$ cat src/rtl/instr_mem_loader.sv
// Assembles MSB-first UART bytes into 32-bit instruction words and writes them
// to instruction memory from address 0 until a HALT word. `LOADER_CHECKSUM_EN adds a trailing XOR checksum byte.
module instr_mem_loader #(
    parameter int             DATA_WIDTH  = 32,
    parameter int             DATA_DEPTH  = 128,
    parameter int             ADDR_WIDTH  = 7,
    parameter logic [5:0]     HALT_OPCODE = 6'b111111
) (
    input  logic                  i_clk,
    input  logic                  i_rst_n,
    input  logic                  i_start,
    input  logic [7:0]            i_rx_data,
    input  logic                  i_rx_valid,
    output logic                  o_wr_en,
    output logic [ADDR_WIDTH-1:0] o_wr_addr,
    output logic [DATA_WIDTH-1:0] o_wr_data,
    output logic                  o_busy,
    output logic                  o_done,
    output logic                  o_error,
    output logic [ADDR_WIDTH:0]   o_word_count
);

    typedef enum logic [2:0] {
        IDLE   = 3'd0,
        RECV   = 3'd1,
        WRITE  = 3'd2,
        DONE   = 3'd3,
        ERROR  = 3'd4,
        CHKSUM = 3'd5
    } state_t;

    localparam logic [ADDR_WIDTH-1:0] LAST_ADDR = ADDR_WIDTH'(DATA_DEPTH - 1);

    state_t                  state_q, state_d;
    logic [DATA_WIDTH-1:0]   word_q;
    logic [DATA_WIDTH-1:0]   wrData_q;
    logic [ADDR_WIDTH-1:0]   addr_q;
    logic [ADDR_WIDTH-1:0]   wrAddr_q;
    logic [ADDR_WIDTH:0]     wordCount_q;
    logic [1:0]              byteIdx_q;
`ifdef LOADER_CHECKSUM_EN
    logic [7:0]              chk_q;
`endif

    logic startSession;
    logic byteAccept;
    logic isHalt;
    logic lastByte;

    // Restart is only honoured when no session is actively receiving.
    assign startSession = i_start && (state_q == IDLE || state_q == DONE || state_q == ERROR);
    assign byteAccept   = (state_q == RECV) && i_rx_valid;
    assign lastByte     = byteIdx_q == 2'd3;
    assign isHalt       = wrData_q[DATA_WIDTH-1:DATA_WIDTH-6] == HALT_OPCODE;

    always_ff @(posedge i_clk or negedge i_rst_n) begin
        if (!i_rst_n) begin
            state_q <= IDLE;
        end else begin
            state_q <= state_d;
        end
    end

    always_comb begin
        state_d = state_q;
        case (state_q)
            IDLE:    if (i_start) state_d = RECV;
            RECV:    if (i_rx_valid && lastByte) state_d = WRITE;
            WRITE: begin
                if (isHalt) begin
`ifdef LOADER_CHECKSUM_EN
                    state_d = CHKSUM;
`else
                    state_d = DONE;
`endif
                end else if (addr_q == LAST_ADDR) begin
                    state_d = ERROR;
                end else begin
                    state_d = RECV;
                end
            end
            DONE:    if (i_start) state_d = RECV;
            ERROR:   if (i_start) state_d = RECV;
`ifdef LOADER_CHECKSUM_EN
            CHKSUM:  if (i_rx_valid) state_d = (i_rx_data == chk_q) ? DONE : ERROR;
`endif
            default: state_d = IDLE;
        endcase
    end

    // Write strobe is decoded from the state so reset drops it asynchronously.
    always_comb begin
        o_wr_en      = state_q == WRITE;
        o_busy       = state_q == RECV || state_q == WRITE || state_q == CHKSUM;
        o_done       = state_q == DONE;
        o_error      = state_q == ERROR;
        o_wr_addr    = wrAddr_q;
        o_wr_data    = wrData_q;
        o_word_count = wordCount_q;
    end

    always_ff @(posedge i_clk or negedge i_rst_n) begin
        if (!i_rst_n) begin
            word_q      <= '0;
            wrData_q    <= '0;
            addr_q      <= '0;
            wrAddr_q    <= '0;
            wordCount_q <= '0;
            byteIdx_q   <= '0;
`ifdef LOADER_CHECKSUM_EN
            chk_q       <= '0;
`endif
        end else if (startSession) begin
            word_q      <= '0;
            addr_q      <= '0;
            wordCount_q <= '0;
            byteIdx_q   <= '0;
`ifdef LOADER_CHECKSUM_EN
            chk_q       <= '0;
`endif
        end else if (byteAccept) begin
            word_q    <= {word_q[DATA_WIDTH-9:0], i_rx_data};
            byteIdx_q <= byteIdx_q + 2'd1;
`ifdef LOADER_CHECKSUM_EN
            chk_q     <= chk_q ^ i_rx_data;
`endif
            if (lastByte) begin
                wrData_q <= {word_q[DATA_WIDTH-9:0], i_rx_data};
                wrAddr_q <= addr_q;
            end
        end else if (state_q == WRITE) begin
            wordCount_q <= wordCount_q + (ADDR_WIDTH+1)'(1);
            if (!isHalt && addr_q != LAST_ADDR) begin
                addr_q <= addr_q + ADDR_WIDTH'(1);
            end
        end
    end

endmodule

$ cat config.mk
export PLATFORM = sky130hd
export DESIGN_NAME = instr_mem_loader
export DESIGN_NICKNAME = d
export VERILOG_FILES = /design/src/rtl/instr_mem_loader.sv
export SDC_FILE = /design/constraint.sdc
export NUM_CORES = 1
export LEC_CHECK = 0
export CAP_MARGIN = 20
export CELL_PAD_IN_SITES_DETAIL_PLACEMENT = 0
export CELL_PAD_IN_SITES_GLOBAL_PLACEMENT = 1
export CORE_UTILIZATION = 38
export DETAILED_ROUTE_END_ITERATION = 12
export HOLD_SLACK_MARGIN = 0.03
export PLACE_DENSITY_LB_ADDON = 0.1
export SLEW_MARGIN = 20
export SYNTH_ARGS = -nofsm -noshare
export SYNTH_HDL_FRONTEND = slang
export SYNTH_SLANG_ARGS = --single-unit
export TNS_END_PERCENT = 10
$ cat constraint.sdc
create_clock -name i_clk -period 1.6 [get_ports i_clk]
set_input_delay 0.48 -clock i_clk [delete_from_list [all_inputs] [get_ports i_clk]]
set_output_delay 0.48 -clock i_clk [all_outputs]
set_load 0.01 [all_outputs]
-- Yosys cells after proc, flatten, opt, wreduce, memory -nomap -nowiden
Index checks and enable logic that the tools add are counted.
- output and inout bits: 51
- register bits: 83
- RAM bits: 0
- word-level logic and storage cells: 57
- bits of input ports: 12
- bits in read-only memories: 0
- memories: 0
- bits in latches: 0
- bitwise operators: 1
- equality and inequality tests: 12
- divide/modulo/power cells: 0
- reduce and logical (&&, ||, !) cells: 18
- multipliers: 0
- $lt $le $gt $ge: 0
- shift operators: 0
- muxes and demuxes: 16
- add/subtract/negate cells: 3
- operators by type and width (kind ; number):
    $mux W24 ; 2
    $mux W7 ; 4
    $mux W8 ; 3
    $mux W3 ; 4
    $pmux W3 S3 ; 1
    $add A8 B1 Y8 const B ; 1
    $add A7 B1 Y7 const B ; 1
    $eq A7 B7 Y1 const B ; 1
    $ne A7 B7 Y1 const B ; 1
    $eq A3 B2 Y1 const B ; 2
    $eq A3 B3 Y1 const B ; 2
    $eq A6 B6 Y1 const B ; 1
    $reduce_and A3 Y1 ; 2
    $reduce_bool A2 Y1 ; 3
    $logic_and A1 B1 Y1 ; 4
    $logic_or A1 B1 Y1 ; 4
    $mux W2 ; 2
    $ne A2 B2 Y1 const B ; 2
    $reduce_and A2 Y1 ; 2
    $eq A3 B1 Y1 const B ; 1
    $logic_not A3 Y1 ; 1
    $reduce_or A3 Y1 ; 1
    $add A2 B1 Y2 const B ; 1
    $eq A2 B2 Y1 const B ; 1
    3 further kinds ; 3

-- Logic depth before layout (Yosys ltp)
- word-level depth: 7
- gate-level depth with buffers: 7
- depth with buffers taken out: 5

-- Worst setup path after synthesis
No wires, ideal clock.
- path kind: register -> register
- start: register state_q[0]
- end: register wrAddr_q[0], in the netlist o_wr_addr[0]
- stages on the path, launching flop included: 7
- path slack: -0.155 ns
- arrival: 1.630 ns
- setup time: 0.125 ns
- required time: 1.475 ns
- period minus slack after synthesis: 1.755 ns
- path buffers: 3
- cells stage by stage: dfrtp_1 > buf_2 > inv_1 > nor4_2 > buf_2 > buf_2 > mux2_2
- word-level cells in the longest chain between the ends: 6
- elaborated cells on any way between the ends: 10
- classes of those cells: eq/ne: 3; bitwise: 1; reduce/logical: 6
- ends and longest elaborated chain (item ; RTL line ; text):
    from (decl) ; 34 ; state_t state_q, state_d;
    from (signal assigned) ; 60 ; state_q <= state_d;
    $eq A3 B2 Y1 / $logic_not A3 Y1 (equally long branches) ; 51 ; assign startSession = i_start && (state_q == IDLE || state_q == DONE || state_q == ERROR);
    $logic_or A1 B1 Y1 (2 in a row) ; 51 ;
    $logic_and A1 B1 Y1 ; 51 ;
    $not A1 Y1 (no line) ; -- ;
    $reduce_and A3 Y1 (no line) (*) ; -- ;
    to (signal assigned) ; 129 ; wrAddr_q <= addr_q;
    to (decl) ; 38 ; logic [ADDR_WIDTH-1:0] wrAddr_q;
Every way passes the cells marked *; elsewhere a longest branch is shown, timed or not.
A chain may end at the register's enable or synchronous reset.

-- Worst setup path in the final report
- start: register state_q[2]
- end: output o_busy
- word-level cells in the longest chain between the ends: 3
- elaborated cells on any way between the ends: 5
- classes of those cells: eq/ne: 3; reduce/logical: 2
- ends and longest elaborated chain (item ; RTL line ; text):
    $eq A3 B1 Y1 / $eq A3 B2 Y1 (equally long branches) ; 94 ; o_busy = state_q == RECV || state_q == WRITE || state_q == CHKSUM;
    $logic_or A1 B1 Y1 ; 94 ;
    $logic_or A1 B1 Y1 (*) ; 94 ;
    to (decl) ; 17 ; output logic o_busy,
Marks and branches as above.

==> results.md <==
* Post-layout util at 57.0%
* Initial antenna violation count at 0
* Most used DFF post-synth: dfrtp_1
* Total wire length at 7820 um
* Yosys warns at 0
* VDD IR max at 0.704 mV
* Synthesis-to-layout area growth at 46.4%
* Die W at 96.3 um
* Number of flops mapped to enable cells by yosys at 0
* Initial Util at 38.9%
* Max-Cap Viols at 0
* Commonest non-fill, non-tap cell in the layout: dfrtp_1
* CTS H-tree lvls at 3
* Total power at 8.23 mW
* Reg2reg path depth at 8
* CP endpoint: o_busy
* Core Rows at 34
* RR Startpoint: state_q[0]
* Most frequent cells in the layout: dfrtp_1 (83), dlygate4sd2_1 (46), buf_4 (34)
* Failing checks: setup timing
* Grt ovf at 0
* Clock buffer count from CTS at 9
* Avg Inst Size Synth at 13.6 um2
* Critical Path AT at 1.40 ns
* DR vias/cell at 5.19
* RSZ-0062 raised after global routing: true
* Root Driver: clkbuf_8
* Status: complete, but fails checks
* Fill cells at between 700 and 800
* # nets final at 374
* Placer congestion estimate at 0.729
* Die area at 9270 um2
* Routed vias at 2449
* Ant. Diodes at 0
* Register area share after synthesis at 61.5%
* Transition time at the pin with the least slew margin at between 0.4 and 0.5 ns
* Share of cells above drive strength 1 at 36.8%
* Tot GR Track Use at 16.3%
* Die Span Y at 96.3 um
* Worst-Skew Late Latency at 0.35 ns
* Worst-path fanout max at 3
* Worst setup path startpoint: state_q[2]
* Post-DRT Antenna Nets at 0
* Skew final at 0.0110 ns
* Slew Limit Fails at 0
* Clock slew at reported path FFs at about 0.090 ns
* Post-synth top area share at 61.5%
* Vias in the first global route at 2239
* Crit start category: flip-flop
* Synth Register Bits at 83
* Worst Hold Class: in -> async
* Syn nets at 263
* Syn Inst Count at 248
* Final setup TNS at -9.92 ns
* Leading post-synthesis cells by cell area: dfrtp_1 (61%), mux2_2 (13%), a22o_1 (6.5%), nand2_1 (1.2%), ha_1 (1.1%)
* Fin crit share at 117%
* CP Data Required Time at 1.12 ns
* Pre-antenna DRT Iters at 4
* Residual DRC at 0
* Port Buf Inserts at 62
* Async set or reset register ratio after synthesis at between 90% and 100%
* DR WL/cell at 16.6 um
* First-pass GRT wire length at around 11000 um
* Initial DRC Count at 47
* Post-route setup slack at -0.278 ns
* CTS tree: built
* CTS Sinks at 83
* FF-to-FF End: o_wr_data[16]
* Shortest period the worst path allows at 1.88 ns
* Yosys cell types at 40
* Clock Path Buffers at 2
* Leakage at 2.46 nW
* Power Density at 1660 nW/um2
* Synth area leader: dfrtp_1
* Worst reg2reg setup slack at -0.23 ns
* CORE AREA at 8680 um2
* Hpwl dp at 4450 um
* Critical path endpoint category: output pin
* Hold_buf cts at 0
* Worst setup path class: reg -> out
* Largest net degree at the start of global routing at 84
* Mapped Area at roughly 3400 um2
* Final setup fails at 75
* # IOs at 63
* Max Clk Rate at ~0.53 GHz
* Final Hold Fails at 0
* Slew headroom at 69.0%
-- sequential cells by signal, indices dropped and copies added (netlist names) --
| register | count |
|---|---|
| o_wr_addr | 7 |
| word_q | 24 |
| o_wr_data | 32 |
| state_q | 3 |
| addr_q | 7 |
| byteIdx_q | 2 |
| o_word_count | 8 |
-- per-layer routing --
layer | routed length, um | share of wire [%] | vias up | global-route usage (%)
li1 | - | - | 1132 | -
met1 | 3790 | 48 | 1258 | 23.0
met2 | 3650 | 47 | 48 | 24.1
met3 | 240 | 3.1 | 11 | 2.84
met4 | 134 | 1.7 | 0 | 8.09
met5 | 0 | 0 | - | 0
-- timing repair --
item / 4_1_cts / 5_1_grt
pin swaps: 2 / 6
setup endpoints to repair: 124 / 78
gates resized for setup: 81 / 58
gates cloned: 1 / 3
buffers inserted: 5 / 11
-- stage by stage --
step | worst slack [ns] | hold slack, ns | instance area (um2) | std cells
floorplan | -0.0544 | 0.184 | 3420 | 248
global placement | -0.469 | 0.477 | 4380 | 437
detailed placement | -0.497 | 0.479 | 4380 | 437
CTS | -0.299 | 0.161 | 4640 | 459
global route | -0.335 | 0.142 | 4950 | 472
finish | -0.278 | 0.111 | 4950 | 472
-- cells by family (layout without fill, tap and decap cells) --
kind of cell | after synthesis | count (layout) | synth area share, %
muxes | 41 | 41 | 13.6
adders and majority gates | 3 | 3 | 1.11
xor gates and xnor gates | 7 | 7 | 1.81
DFF | 83 | 83 | 61.5
and+or+nand+nor | 46 | 46 | 7.26
AOI/OAI and AO/OA | 48 | 48 | 11.9
buffers and inverters | 20 | 136 | 2.85
-- where the power goes --
part	switching [mW]	internal [mW]	total, mW	leakage, nW
Clock	0.798	0.729	1.53	0.0923
Combinational	1.40	1.97	3.38	1.26
Sequential	0.497	2.83	3.33	1.11
-- final cells by class --
type	instances	area, um2	share of cell area [%]
repair buffers	114	1110	22.4
clock inverters	7	75.1	1.52
inverters	6	30.0	0.607
multi-input cells	145	1400	28.2
clock buffers	9	124	2.50
flip-flops and latches	83	2080	42.0
well taps	108	135	2.73
-- critical path: stages (launching register included) --
cell     delay (ns)
dfrtp_1        0.41
or3b_4         0.44
o21ai_2        0.06
buf_2          0.13
-- Yosys cell counts, types with 2 or more instances --
| master | count |
|---|---|
| and3_1 | 2 |
| ha_1 | 3 |
| clkbuf_1 | 6 |
| a22o_1 | 25 |
| nand2_1 | 11 |
| nand4_1 | 4 |
| o21ai_0 | 3 |
| buf_2 | 7 |
| o211ai_1 | 2 |
| mux2_2 | 40 |
| nand2b_1 | 3 |
| nand3_1 | 5 |
| o21a_1 | 2 |
| xor2_1 | 4 |
| nor3_1 | 3 |
| nor2_1 | 10 |
| a21oi_1 | 2 |
| o31ai_1 | 4 |
| o311ai_0 | 2 |
| inv_1 | 5 |
| xnor2_1 | 3 |
| dfrtp_1 | 83 |
| a31oi_1 | 2 |
-- worst min path at each step --
stage                                  to  slack (ns)        from
after detailed placement       word_q[16]        0.48  word_q[16]
after floorplan                 addr_q[0]        0.18     i_rst_n
final                     o_word_count[3]        0.11     i_rst_n
after global placement         word_q[22]        0.48  word_q[22]
after CTS                 o_word_count[3]        0.16     i_rst_n
after global routing      o_word_count[5]        0.14     i_rst_n
Power figures use the tool's default switching activity.
